<file path="src/rtl/mealy_arb_pkg.sv">
// Shared types and constants for the mealy_share_arb block.
//   arb_state_e : arbiter sequencer state encoding
//   rsp_t       : one response sample (b1, b2) taken from the shared cell
//   LEN_W_DEF   : default width of per-transaction bit-count fields
//   STATS_W     : width of the optional completion counters
package mealy_arb_pkg;

  localparam int unsigned LEN_W_DEF = 4;
  localparam int unsigned STATS_W   = 8;

  typedef enum logic [1:0] {
    IDLE  = 2'd0,
    CLEAR = 2'd1,
    RUN   = 2'd2,
    DONE  = 2'd3
  } arb_state_e;

  typedef struct packed {
    logic b1;
    logic b2;
  } rsp_t;

endpackage

</file>
<file path="src/rtl/mealy_share_arb_if.sv">
// Requester and cell-side signal bundle of mealy_share_arb.
//   slave  : the arbiter's view (takes req/len/din/cell outputs, drives the rest)
//   master : the environment's view (requesters plus the shared cell)
// Requester side: req, len0, len1, din0, din1, gnt, busy, rsp_valid, rsp_b1,
//                 rsp_b2, done, aborted.
// Cell side:      cell_S, cell_I, cell_T, cell_rst_n, cell_b1, cell_b2.
interface mealy_share_arb_if
  import mealy_arb_pkg::*;
#(
  parameter int unsigned LEN_W = LEN_W_DEF
) ();

  logic [1:0]       req;
  logic [LEN_W-1:0] len0;
  logic [LEN_W-1:0] len1;
  logic             din0;
  logic             din1;
  logic [1:0]       gnt;
  logic             busy;
  logic             cell_S;
  logic             cell_I;
  logic             cell_T;
  logic             cell_rst_n;
  logic             cell_b1;
  logic             cell_b2;
  logic             rsp_valid;
  logic             rsp_b1;
  logic             rsp_b2;
  logic [1:0]       done;
  logic             aborted;

  modport slave (
    input  req, len0, len1, din0, din1, cell_b1, cell_b2,
    output gnt, busy, cell_S, cell_I, cell_T, cell_rst_n,
           rsp_valid, rsp_b1, rsp_b2, done, aborted
  );

  modport master (
    output req, len0, len1, din0, din1, cell_b1, cell_b2,
    input  gnt, busy, cell_S, cell_I, cell_T, cell_rst_n,
           rsp_valid, rsp_b1, rsp_b2, done, aborted
  );

endinterface

</file>
<file path="src/rtl/mealy_share_arb_rr_pick2.sv">
// Two-way round-robin pick, purely combinational.
//   req  : request vector
//   ptr  : tie-break pointer (0 favours requester 0, 1 favours requester 1)
//   pick : one-hot winner, zero when nobody requests
module rr_pick2 (
  input  logic [1:0] req,
  input  logic       ptr,
  output logic [1:0] pick
);

  always_comb begin
    pick = 2'b00;
    case (req)
      2'b01:   pick = 2'b01;
      2'b10:   pick = 2'b10;
      2'b11:   pick = ptr ? 2'b10 : 2'b01;
      default: pick = 2'b00;
    endcase
  end

endmodule

</file>
<file path="src/rtl/mealy_share_arb.sv">
// Round-robin arbiter/sequencer sharing one Mealy cell between two serial
// requesters: clears the cell, streams the granted requester's bits into I
// for the latched bit count, and returns b1/b2 one cycle after each bit.
//   Clk, reset : clock, asynchronous active-low reset
//   bus        : mealy_share_arb_if.slave (requester and cell signals)
//   cnt0, cnt1 : completed non-aborted transaction counters, saturating;
//                present only when MEALY_SHARE_ARB_STATS_EN is defined
module mealy_share_arb
  import mealy_arb_pkg::*;
#(
  parameter int unsigned LEN_W = LEN_W_DEF
) (
  input  logic                  Clk,
  input  logic                  reset,
  mealy_share_arb_if.slave      bus
`ifdef MEALY_SHARE_ARB_STATS_EN
  ,
  output logic [STATS_W-1:0]    cnt0,
  output logic [STATS_W-1:0]    cnt1
`endif
);

  arb_state_e       state_q, state_d;
  logic [1:0]       gnt_q, gnt_d;
  logic [LEN_W-1:0] rem_q, rem_d;
  logic             ptr_q, ptr_d;
  logic             busy_q, busy_d;
  logic             cell_s_q, cell_s_d;
  logic             cell_t_q, cell_t_d;
  logic             cell_rst_n_q, cell_rst_n_d;
  logic             rsp_valid_q, rsp_valid_d;
  rsp_t             rsp_q, rsp_d;
  logic [1:0]       done_q, done_d;
  logic             aborted_q, aborted_d;
  logic [1:0]       pick;
  logic             req_lost;
  logic             cell_i;

  rr_pick2 u_pick (
    .req  (bus.req),
    .ptr  (ptr_q),
    .pick (pick)
  );

  // The granted requester has withdrawn its request.
  assign req_lost = ~|(bus.req & gnt_q);

  // Next-state and registered-output decode.
  always_comb begin
    state_d     = state_q;
    gnt_d       = gnt_q;
    rem_d       = rem_q;
    ptr_d       = ptr_q;
    rsp_valid_d = 1'b0;
    rsp_d       = rsp_q;
    aborted_d   = 1'b0;

    case (state_q)
      IDLE: begin
        if (|bus.req) begin
          state_d = CLEAR;
          gnt_d   = pick;
          rem_d   = pick[1] ? bus.len1 : bus.len0;
          ptr_d   = pick[0];  // favour the loser next time
        end
      end
      CLEAR: begin
        if (req_lost) begin
          state_d   = DONE;
          aborted_d = 1'b1;
        end else if (rem_q == '0) begin
          state_d = DONE;
        end else begin
          state_d = RUN;
        end
      end
      RUN: begin
        rem_d       = rem_q - LEN_W'(1);
        rsp_valid_d = 1'b1;
        rsp_d.b1    = bus.cell_b1;
        rsp_d.b2    = bus.cell_b2;
        // A drop on the last bit still counts as a full transaction.
        if (rem_q == LEN_W'(1)) begin
          state_d = DONE;
        end else if (req_lost) begin
          state_d   = DONE;
          aborted_d = 1'b1;
        end
      end
      DONE: begin
        state_d = IDLE;
        gnt_d   = 2'b00;
      end
      default: begin
        state_d = IDLE;
        gnt_d   = 2'b00;
      end
    endcase

    done_d       = (state_d == DONE) ? gnt_q : 2'b00;
    busy_d       = (state_d != IDLE);
    cell_s_d     = (state_d != RUN);
    cell_t_d     = (state_d == RUN);
    cell_rst_n_d = (state_d != CLEAR);
  end

  // State and output registers.
  always_ff @(posedge Clk or negedge reset) begin
    if (!reset) begin
      state_q      <= IDLE;
      gnt_q        <= 2'b00;
      rem_q        <= '0;
      ptr_q        <= 1'b0;
      busy_q       <= 1'b0;
      cell_s_q     <= 1'b1;
      cell_t_q     <= 1'b0;
      cell_rst_n_q <= 1'b0;
      rsp_valid_q  <= 1'b0;
      rsp_q        <= '0;
      done_q       <= 2'b00;
      aborted_q    <= 1'b0;
    end else begin
      state_q      <= state_d;
      gnt_q        <= gnt_d;
      rem_q        <= rem_d;
      ptr_q        <= ptr_d;
      busy_q       <= busy_d;
      cell_s_q     <= cell_s_d;
      cell_t_q     <= cell_t_d;
      cell_rst_n_q <= cell_rst_n_d;
      rsp_valid_q  <= rsp_valid_d;
      rsp_q        <= rsp_d;
      done_q       <= done_d;
      aborted_q    <= aborted_d;
    end
  end

  // Data into the cell is routed combinationally so the bit lands in the
  // same cycle the requester presents it; only the granted din is ever used.
  always_comb begin
    cell_i = 1'b0;
    if (state_q == RUN) begin
      cell_i = gnt_q[1] ? bus.din1 : (gnt_q[0] ? bus.din0 : 1'b0);
    end
  end

  assign bus.gnt        = gnt_q;
  assign bus.busy       = busy_q;
  assign bus.cell_S     = cell_s_q;
  assign bus.cell_I     = cell_i;
  assign bus.cell_T     = cell_t_q;
  assign bus.cell_rst_n = cell_rst_n_q;
  assign bus.rsp_valid  = rsp_valid_q;
  assign bus.rsp_b1     = rsp_q.b1;
  assign bus.rsp_b2     = rsp_q.b2;
  assign bus.done       = done_q;
  assign bus.aborted    = aborted_q;

`ifdef MEALY_SHARE_ARB_STATS_EN
  logic [STATS_W-1:0] cnt0_q, cnt0_d;
  logic [STATS_W-1:0] cnt1_q, cnt1_d;

  // Count full completions, saturating at all-ones.
  always_comb begin
    cnt0_d = cnt0_q;
    cnt1_d = cnt1_q;
    if ((state_q == DONE) && !aborted_q) begin
      if (gnt_q[0] && (cnt0_q != '1)) cnt0_d = cnt0_q + STATS_W'(1);
      if (gnt_q[1] && (cnt1_q != '1)) cnt1_d = cnt1_q + STATS_W'(1);
    end
  end

  always_ff @(posedge Clk or negedge reset) begin
    if (!reset) begin
      cnt0_q <= '0;
      cnt1_q <= '0;
    end else begin
      cnt0_q <= cnt0_d;
      cnt1_q <= cnt1_d;
    end
  end

  assign cnt0 = cnt0_q;
  assign cnt1 = cnt1_q;
`endif

endmodule

</file>
<file path="src/flat_wrapper.sv">
// flat-port wrapper written by rule: the top's interface ports become plain ports
module mealy_share_arb_flat import mealy_arb_pkg::*;
#(
  parameter int unsigned LEN_W = LEN_W_DEF
)
  (Clk, reset, bus_req, bus_len0, bus_len1, bus_din0, bus_din1, bus_cell_b1, bus_cell_b2, bus_gnt, bus_busy, bus_cell_S, bus_cell_I, bus_cell_T, bus_cell_rst_n, bus_rsp_valid, bus_rsp_b1, bus_rsp_b2, bus_done, bus_aborted);
  mealy_share_arb_if #(.LEN_W(LEN_W)) bus_i ();
  input  logic Clk;
  input  logic reset;
  input wire logic [$bits(bus_i.req)-1:0] bus_req;
  input wire logic [$bits(bus_i.len0)-1:0] bus_len0;
  input wire logic [$bits(bus_i.len1)-1:0] bus_len1;
  input wire logic [$bits(bus_i.din0)-1:0] bus_din0;
  input wire logic [$bits(bus_i.din1)-1:0] bus_din1;
  input wire logic [$bits(bus_i.cell_b1)-1:0] bus_cell_b1;
  input wire logic [$bits(bus_i.cell_b2)-1:0] bus_cell_b2;
  output wire logic [$bits(bus_i.gnt)-1:0] bus_gnt;
  output wire logic [$bits(bus_i.busy)-1:0] bus_busy;
  output wire logic [$bits(bus_i.cell_S)-1:0] bus_cell_S;
  output wire logic [$bits(bus_i.cell_I)-1:0] bus_cell_I;
  output wire logic [$bits(bus_i.cell_T)-1:0] bus_cell_T;
  output wire logic [$bits(bus_i.cell_rst_n)-1:0] bus_cell_rst_n;
  output wire logic [$bits(bus_i.rsp_valid)-1:0] bus_rsp_valid;
  output wire logic [$bits(bus_i.rsp_b1)-1:0] bus_rsp_b1;
  output wire logic [$bits(bus_i.rsp_b2)-1:0] bus_rsp_b2;
  output wire logic [$bits(bus_i.done)-1:0] bus_done;
  output wire logic [$bits(bus_i.aborted)-1:0] bus_aborted;
  assign bus_i.req = bus_req;
  assign bus_i.len0 = bus_len0;
  assign bus_i.len1 = bus_len1;
  assign bus_i.din0 = bus_din0;
  assign bus_i.din1 = bus_din1;
  assign bus_i.cell_b1 = bus_cell_b1;
  assign bus_i.cell_b2 = bus_cell_b2;
  assign bus_gnt = bus_i.gnt;
  assign bus_busy = bus_i.busy;
  assign bus_cell_S = bus_i.cell_S;
  assign bus_cell_I = bus_i.cell_I;
  assign bus_cell_T = bus_i.cell_T;
  assign bus_cell_rst_n = bus_i.cell_rst_n;
  assign bus_rsp_valid = bus_i.rsp_valid;
  assign bus_rsp_b1 = bus_i.rsp_b1;
  assign bus_rsp_b2 = bus_i.rsp_b2;
  assign bus_done = bus_i.done;
  assign bus_aborted = bus_i.aborted;
  mealy_share_arb #(.LEN_W(LEN_W)) u_core (.Clk(Clk), .reset(reset), .bus(bus_i));
endmodule
</file>
<file path="config.mk">
export PLATFORM = sky130hd
export DESIGN_NAME = mealy_share_arb_flat
export DESIGN_NICKNAME = d
export VERILOG_FILES = /design/src/rtl/mealy_arb_pkg.sv /design/src/rtl/mealy_share_arb_if.sv /design/src/rtl/mealy_share_arb_rr_pick2.sv /design/src/rtl/mealy_share_arb.sv /design/src/flat_wrapper.sv
export SDC_FILE = /design/constraint.sdc
export NUM_CORES = 1
export LEC_CHECK = 0
export BUFFER_PORTS_ARGS = -buffer_cell sky130_fd_sc_hd__buf_4
export CORE_MARGIN = 3
export CORE_UTILIZATION = 50
export CTS_BUF_LIST = sky130_fd_sc_hd__clkbuf_4 sky130_fd_sc_hd__clkbuf_8 sky130_fd_sc_hd__clkbuf_16
export DETAILED_ROUTE_END_ITERATION = 10
export PLACE_DENSITY = 0.88
export SYNTH_ARGS = -nofsm -noshare
export SYNTH_HDL_FRONTEND = slang
export SYNTH_SLANG_ARGS = --single-unit
export TNS_END_PERCENT = 50
</file>
<file path="constraint.sdc">
create_clock -name Clk -period 1.8 [get_ports Clk]
set_input_delay 0.45 -clock Clk [delete_from_list [all_inputs] [get_ports Clk]]
set_output_delay 0.45 -clock Clk [all_outputs]
set_load 0.05 [all_outputs]
</file>
==> results_dict.tcl, run 1 <==
set metrics [dict create \
    leakage_nw 0.647 \
    clock_sink_count 19 \
    hold_class "in -> async" \
    htreeDepth 1 \
    die_y_um 51.1 \
    dp_hpwl_mm 1.64 \
    cts_tree "done" \
    clkLatencyLatePin_ns 0.29 \
    cap_violations 0 \
    syn_to_final_growth_pct 33.2 \
    max_freq_mhz 569 \
    grt_pass1_wl_mm 3.64 \
    core_sq_um 1820 \
    crit_type "reg -> out" \
    finalHoldViolCount 0 \
    drtIter0Drc 27 \
    ir_drop_v 0.00147 \
    p_total_mw 2.68 \
    dieArea_sq_um 2610 \
    arrival_ns 1.31 \
    ant_nets 0 \
    postSynthCellCount 104 \
    syn_area_per_cell_sq_um 9.78 \
    track_usage 0.186 \
    place_area_sq_um 1270 \
    crit_path_end_kind "primary output" \
    grt_overflow 0 \
    mostFrequentLayoutCells "buf_4, dfrtp_1, nor2_1" \
    vias 903 \
    timing.final.crit_share 0.977 \
    relSlewSlack 0.810 \
    antenna_found_initial 0 \
    num-fill-cells 134 \
    num_rows 15 \
    io_buffers 28 \
    final_common_cell "buf_4" \
    drive_gt1_frac 0.367 \
    cp-start-kind "flip-flop" \
    first_global_vias 852 \
    clock_skew_ns 0.0125 \
    drc 0 \
    grt_max_degree 20 \
    synth_seq_area_share 0.469 \
    drv_slew 0 \
    finalSetupViolCount 0 \
    place.gp.congestion 0.767 \
    io-pin-count 29 \
    outcome "completed" \
    synth_cell_types 35 \
    powerDensity_nw_per_um2 1980 \
    numCtsBuffers 3 \
    post-route-min-period_ns 1.76 \
    initial_core_util 0.559 \
    synth-seq-cells 19 \
    cts-root-buf "clkbuf_4" \
    required_ns 1.35 \
    ys_warn_count 0 \
    drtPass1Iterations 4 \
    clkTransAtPathRegs_ns 0.11 \
    via_per_inst 5.51 \
    synth_area_sq_um 1020 \
    wl_mm 2.27 \
    layout.nets 163 \
    cts_buffer_depth 2 \
    wl_per_cell_um 13.8 \
    tightest_slew_ns 0.282 \
    cp_max_fo 5 \
    die_x_um 51.1 \
    postSynthNetCount 127 \
    fin_area_sq_um 1360 \
    antennaDiodeCount 0 \
]
-- stage by stage --
step	util	hold slack (ns)	setup slack [ns]	setup TNS, ns	cells
6_report	0.744	0.00544	0.0411	0	164
5_1_grt	0.744	0.00163	-0.00987	-0.00987	164
4_1_cts	0.726	0.00327	0.0214	0	163
3_5_place_dp	0.698	0.336	0.0706	0	157
3_3_place_gp	0.698	0.331	0.130	0	157
2_1_floorplan	-	0.154	0.101	0	104
-- Yosys cell counts (all sizes together) --
master	instances	area (sq um)
a211oi	2	15.0
a21o	1	7.51
a21oi	6	33.8
a221oi	1	8.76
a22o	2	17.5
a22oi	1	7.51
a311o	1	10.0
a31oi	2	12.5
and2	2	12.5
and4b	1	10.0
buf	4	26.3
dfrtp	18	450
dfstp	1	26.3
ha	7	87.6
inv	7	26.3
mux2	2	22.5
mux2i	2	20.0
nand2	10	37.5
nand2b	1	6.26
nand3	2	10.0
nand3b	1	7.51
nand4	2	12.5
nor2	12	45.0
nor3	4	20.0
nor4	1	12.5
o21ai	6	33.8
o22ai	1	6.26
o31ai	1	7.51
o32ai	1	8.76
or2	1	6.26
or3b	1	8.76
-- flip-flops by register name (all words and copies together), names as in the netlist, 2 cells and up --
register,count
u_core.bus.gnt,2
u_core.rem_q,4
u_core.state_q,2
u_core.bus.done,2
-- cell families (layout without fill, tap and decap cells) --
family / Yosys count / after routing / synth area share
simple gates: 38 / 38 / 0.186
compound gates: 25 / 25 / 0.166
flops: 19 / 19 / 0.469
buf+inv: 11 / 46 / 0.0517
fa+ha+maj: 7 / 7 / 0.0861
mux: 4 / 4 / 0.0418
-- final timing paths --
check	cells after the start	to	slack (ns)	from
setup / recovery	5	bus_cell_I	0.04	u_core.state_q[0]
hold / removal	1	u_core.bus.rsp_b1	0.005	reset
setup reg to reg	7	u_core.bus.cell_T	0.05	u_core.state_q[0]
hold reg to reg	1	u_core.bus.rsp_b2	0.52	u_core.bus.rsp_b2
max in group asynchronous	1	u_core.bus.cell_S	1.52	reset
min in group Clk	2	u_core.bus.rsp_b2	0.38	bus_cell_b2
-- timing repair --
item / CTS / global route
gates resized for setup: 4 / 5
pin swaps: 0 / 0
hold buffers: 0 / 0
buffers inserted: 2 / 1
endpoints found under the setup margin: 1 / 8
-- worst max-delay path, stage by stage, from the launching register on --
cell,delay (ns)
dfrtp_1,0.41
inv_2,0.10
ha_4,0.16
inv_2,0.07
nor2_4,0.11
buf_6,0.16
-- layer usage --
metal,vias up,routed length [um],track usage
met1,426,1030,0.230
met3,4,123,0.0262
li1,438,-,-
met5,-,0,0
met2,35,1080,0.326
met4,0,31,0.0673
-- layout make-up --
cell class | count | area [sq um] | area share
timing repair buffer | 35 | 270 | 0.199
inverter | 7 | 26.3 | 0.0194
clock buffer | 4 | 30.0 | 0.0222
sequential | 19 | 478 | 0.353
tap | 25 | 31.3 | 0.0231
multi-input combinational | 74 | 519 | 0.383
-- power by group --
part           internal [mW]  leakage, nW  switching, mW
clock                  0.101       0.0184          0.123
combinational          0.646        0.404           1.04
sequential             0.630        0.225          0.148
(Power assumes the default switching activity.)
==> run 2: changes to the inputs <==
==> constraint.sdc (replaced) <==
create_clock -name Clk -period 1.8 [get_ports Clk]
set_input_delay 0.27 -clock Clk [delete_from_list [all_inputs] [get_ports Clk]]
set_output_delay 0.27 -clock Clk [all_outputs]
set_load 0.05 [all_outputs]
==> run 2 against run 1 <==
Against the previous run:
- setup slack gained 0.060 ns
- clock-buffer cell count is the same
- sequential power shrank 2%
- global-route usage shrank 0.95 points
- via count shrank 1.4%
- maximum frequency grew 3.5%
- clock power grew 4%
- clock skew shrank 0.0050 ns
- die area is the same
- non-clock buffer count shrank 1
- wire length shrank 6.2%
==> results_dict.tcl, run 2 (synthesis gave the netlist of run 1 again) <==
set metrics [dict create \
    htreeDepth 1 \
    final_common_cell "buf_4" \
    dieArea_sq_um 2610 \
    place.gp.congestion 0.814 \
    layout.nets 162 \
    first_global_vias 849 \
    num-fill-cells 140 \
    outcome "completed" \
    clkTransAtPathRegs_ns 0.11 \
    tightest_slew_ns 0.415 \
    io_buffers 28 \
    wl_per_cell_um 13.1 \
    num_rows 15 \
    drive_gt1_frac 0.341 \
    numCtsBuffers 3 \
    vias 890 \
    required_ns 1.53 \
    via_per_inst 5.46 \
    post-route-min-period_ns 1.70 \
    arrival_ns 1.43 \
    grt_max_degree 20 \
    clock_skew_ns 0.00751 \
    cts_tree "done" \
    leakage_nw 0.639 \
    crit_type "reg -> out" \
    mostFrequentLayoutCells "buf_4, dfrtp_1, nor2_1" \
    dp_hpwl_mm 1.58 \
    antennaDiodeCount 0 \
    syn_to_final_growth_pct 30.0 \
    tns_ns 0 \
    clock_sink_count 19 \
    clkLatencyLatePin_ns 0.30 \
    rsz0062_at_grt "no" \
    drv_slew 0 \
    die_y_um 51.1 \
    cts_buffer_depth 2 \
    relSlewSlack 0.722 \
    hold_class "in -> reg" \
    finalSetupViolCount 0 \
    ant_nets 0 \
    core_sq_um 1820 \
    track_usage 0.176 \
    powerDensity_nw_per_um2 1960 \
    grt_overflow 0 \
    drtPass1Iterations 4 \
    antenna_found_initial 0 \
    die_x_um 51.1 \
    cts-root-buf "clkbuf_4" \
    initial_core_util 0.559 \
    ir_drop_v 0.00121 \
    grt_pass1_wl_mm 3.50 \
    wl_mm 2.13 \
    cp-start-kind "flip-flop" \
    max_freq_mhz 589 \
    utilization 0.726 \
    crit_path_end_kind "primary output" \
    cp_max_fo 8 \
    drtIter0Drc 42 \
    largest_reg_flops 4 \
    regMostFlops "u_core.rem_q" \
    cap_violations 0 \
    drc 0 \
    finalHoldViolCount 0 \
    io-pin-count 29 \
    timing.final.crit_share 0.944 \
]
[run 2: cell count changes in the layout (fill, tap and decap cells not counted), sizes merged]
| cell | previous run | this run |
|---|---|---|
| buf | 35 | 33 |
| dlygate4sd3 | 0 | 1 |
[run 2: final timing paths]
kind | start | endpoint | slack [ns] | cells past startpoint
min in group asynchronous | reset | u_core.bus.aborted | 0.37 | 2
worst max-delay path | u_core.state_q[0] | bus_cell_I | 0.10 | 6
worst min-delay path | bus_cell_b2 | u_core.bus.rsp_b2 | 0.19 | 2
worst max register to register | u_core.state_q[1] | u_core.bus.cell_T | 0.12 | 6
max in group asynchronous | reset | u_core.bus.cell_S | 1.16 | 2
worst min register to register | u_core.bus.rsp_b2 | u_core.bus.rsp_b2 | 0.53 | 1
[run 2: where the power goes]
group / switching, mW / internal (mW) / leakage, nW
Combinational: 0.997 / 0.602 / 0.394
Sequential: 0.138 / 0.628 / 0.226
Clock: 0.130 / 0.102 / 0.0184
Total: 1.27 / 1.33 / 0.639
[run 2: stage by stage]
step | cells | area [sq um] | hold slack [ns] | power (mW) | setup slack [ns]
floorplan | 104 | 1020 | -0.0256 | 1.88 | 0.145
global placement | 155 | 1250 | 0.151 | 2.23 | 0.164
detailed placement | 155 | 1250 | 0.153 | 2.29 | 0.0772
CTS | 161 | 1310 | 0.190 | 2.55 | 0.0270
global route | 163 | 1320 | 0.180 | 2.78 | 0.0147
finish | 163 | 1320 | 0.194 | 2.60 | 0.101
[run 2: final cells by class]
cell class / instances / area (sq um) / area share
Tap cell: 25 / 31.3 / 0.0237
Multi-Input combinational cell: 74 / 493 / 0.373
Clock buffer: 4 / 30.0 / 0.0227
Sequential cell: 19 / 477 / 0.360
Timing Repair Buffer: 34 / 265 / 0.201
Inverter: 7 / 26.3 / 0.0199
[run 2: worst max-delay path, stage by stage, from the launching register on]
cell and delay, ns:
dfrtp_1 0.41, inv_2 0.08, ha_2 0.18, buf_6 0.13, inv_2 0.06, nor2_2 0.10, buf_6 0.17
[run 2: metal layers]
metal,share of wire,global-route usage,up-vias
met4,0.018,0.0897,0
met1,0.42,0.205,411
met3,0.064,0.0175,6
li1,-,-,436
met2,0.50,0.318,37
met5,0,0,-
[run 2: repair_timing]
item | 4_1_cts | 5_1_grt
endpoints found under the hold margin | 18 | 0
hold buffers | 1 | 0
endpoints found under the setup margin | 1 | 1
pin swaps | 0 | 1
setup buffers | 1 | 2
resized for setup | 4 | 1
==> run 3: changes to the inputs <==
--- a/config.mk
+++ b/config.mk
@@ -10,6 +10,7 @@
 export CORE_UTILIZATION = 50
 export CTS_BUF_LIST = sky130_fd_sc_hd__clkbuf_4 sky130_fd_sc_hd__clkbuf_8 sky130_fd_sc_hd__clkbuf_16
 export DETAILED_ROUTE_END_ITERATION = 10
+export GPL_TIMING_DRIVEN = 0
 export PLACE_DENSITY = 0.88
 export SYNTH_ARGS = -nofsm -noshare
 export SYNTH_HDL_FRONTEND = slang
==> run 3 against run 2 <==
Against the previous run:
- register-to-register slack worse by 0.05 ns
- total power is 3.2% higher
- wire length is 2.0% higher
==> results_dict.tcl, run 3 (synthesis gave the netlist of run 1 again) <==
set metrics [dict create \
    outcome "completed" \
    largest_reg_flops 4 \
    clkTransAtPathRegs_ns 0.11 \
    cp-start-kind "flip-flop" \
    fin_cells 166 \
    regMostFlops "u_core.rem_q" \
    hp-start "bus_cell_b2" \
    ir_drop_v 0.00116 \
    mostFrequentLayoutCells "buf_4, dfrtp_1, nor2_1" \
    rsz0062_at_grt "yes" \
    layout.nets 165 \
    clock_sink_count 19 \
    num-fill-cells 137 \
    cts_buffer_depth 2 \
    numCtsBuffers 3 \
    cts_tree "done" \
    initial_core_util 0.559 \
    dp.cells 155 \
    final_common_cell "buf_4" \
    grt_pass1_wl_mm 3.62 \
    grt_overflow 0 \
    share_clk_of_total_power 0.082 \
    critPathTopFamily "buffers and inverters" \
    crit_type "reg -> out" \
    clkLatencyLatePin_ns 0.30 \
    drc 0 \
    io-pin-count 29 \
    crit_chain "inv_2 -> ha_2 -> buf_6 -> inv_2 -> nor2_4 -> buf_8" \
    pwr-share-seq 0.287 \
    dieArea_sq_um 2610 \
    syn_to_final_growth_pct 34.2 \
    wl_mm 2.17 \
    die_x_um 51.1 \
    via_per_inst 5.48 \
    cts-root-buf "clkbuf_4" \
    tightest_slew_ns 0.364 \
    hold_class "in -> reg" \
    place.gp.congestion 0.823 \
    crit_buf_inv 4 \
    powerDensity_nw_per_um2 1960 \
    finalHoldViolCount 0 \
    ant_nets 0 \
    leakage_nw 0.652 \
    relSlewSlack 0.756 \
    tns_ns 0 \
    cp_max_fo 7 \
    wl_per_cell_um 13.1 \
    grt_max_degree 20 \
    startpoint "u_core.state_q[0]" \
    swShare 0.484 \
    antennaDiodeCount 0 \
    antenna_found_initial 0 \
    track_usage 0.185 \
    fin_area_sq_um 1370 \
    core_sq_um 1820 \
    place_area_sq_um 1250 \
    drv_slew 0 \
    cpPeakStageDelay_ns 0.41 \
    drtIter0Drc 15 \
    dp_hpwl_mm 1.49 \
    required_ns 1.53 \
    drive_gt1_frac 0.369 \
    timing.final.crit_share 0.967 \
    cp_common_cell "inv_2" \
    vias 909 \
    post-route-min-period_ns 1.74 \
    drtPass1Iterations 4 \
    crit_path_end_kind "primary output" \
    max_freq_mhz 575 \
    cap_violations 0 \
    arrival_ns 1.47 \
    crit_slowest_cell "dfrtp_1" \
    finalSetupViolCount 0 \
    combPwrFrac 0.631 \
    num_rows 15 \
    rr_startpoint "u_core.state_q[0]" \
    p_sw_mw 1.30 \
    p_int_mw 1.38 \
    clock_skew_ns 0.00302 \
    die_y_um 51.1 \
    p_total_mw 2.68 \
    htreeDepth 1 \
    first_global_vias 855 \
    io_buffers 26 \
]
[run 3: power by group through the flow]
stage / Combinational (mW) / Clock [mW] / Sequential [mW]
after detailed placement: 1.49 / 0 / 0.778
final: 1.69 / 0.221 / 0.768
after global placement: 1.45 / 0 / 0.767
after global routing: 1.85 / 0.249 / 0.790
after CTS: 1.56 / 0.226 / 0.761
after floorplan: 0.753 / 0 / 1.13
[run 3: final timing paths]
kind / to / slack, ns / cells past startpoint
max: bus_cell_I / 0.06 / 6
min: u_core.bus.rsp_b2 / 0.20 / 2
max reg2reg: u_core.bus.cell_T / 0.07 / 7
min reg2reg: u_core.bus.rsp_b2 / 0.52 / 1
max in group asynchronous: u_core.bus.cell_S / 1.17 / 2
min in group asynchronous: u_core.bus.busy / 0.37 / 2
[run 3: cell type report]
cell class	count	area, sq um	share of cell area
well taps	25	31.3	0.0229
inverters	7	26.3	0.0192
clock buffers	3	22.5	0.0165
flip-flops and latches	19	477	0.349
plain buffers	4	32.5	0.0238
clock inverters	1	7.51	0.00550
multi-input cells	74	510	0.374
repair buffers	33	258	0.189
[run 3: metal layers]
layer	up-vias	global-route usage	wire (um)
met2	30	0.315	1100
met1	434	0.226	908
met3	5	0.0350	120
li1	440	-	-
met4	0	0.0807	43
met5	-	0	0
[run 3: repair_timing]
item / in CTS / in global routing
setup buffers: 2 / 4
pin swaps: 0 / 1
endpoints found under the hold margin: 18 / 0
hold buffers: 1 / 0
setup endpoints to repair: 1 / 9
gates cloned: 0 / 0
resized for setup: 5 / 6
[run 3: metrics by stage]
| stage | hold slack (ns) | setup slack, ns | utilization |
|---|---|---|---|
| 6_report | 0.198 | 0.0596 | 0.750 |
| 5_1_grt | 0.190 | -0.0245 | 0.750 |
| 4_1_cts | 0.194 | 0.0389 | 0.722 |
| 3_5_place_dp | 0.154 | 0.0371 | 0.685 |
| 3_3_place_gp | 0.150 | 0.0870 | 0.685 |
| 2_1_floorplan | -0.0256 | 0.145 | - |
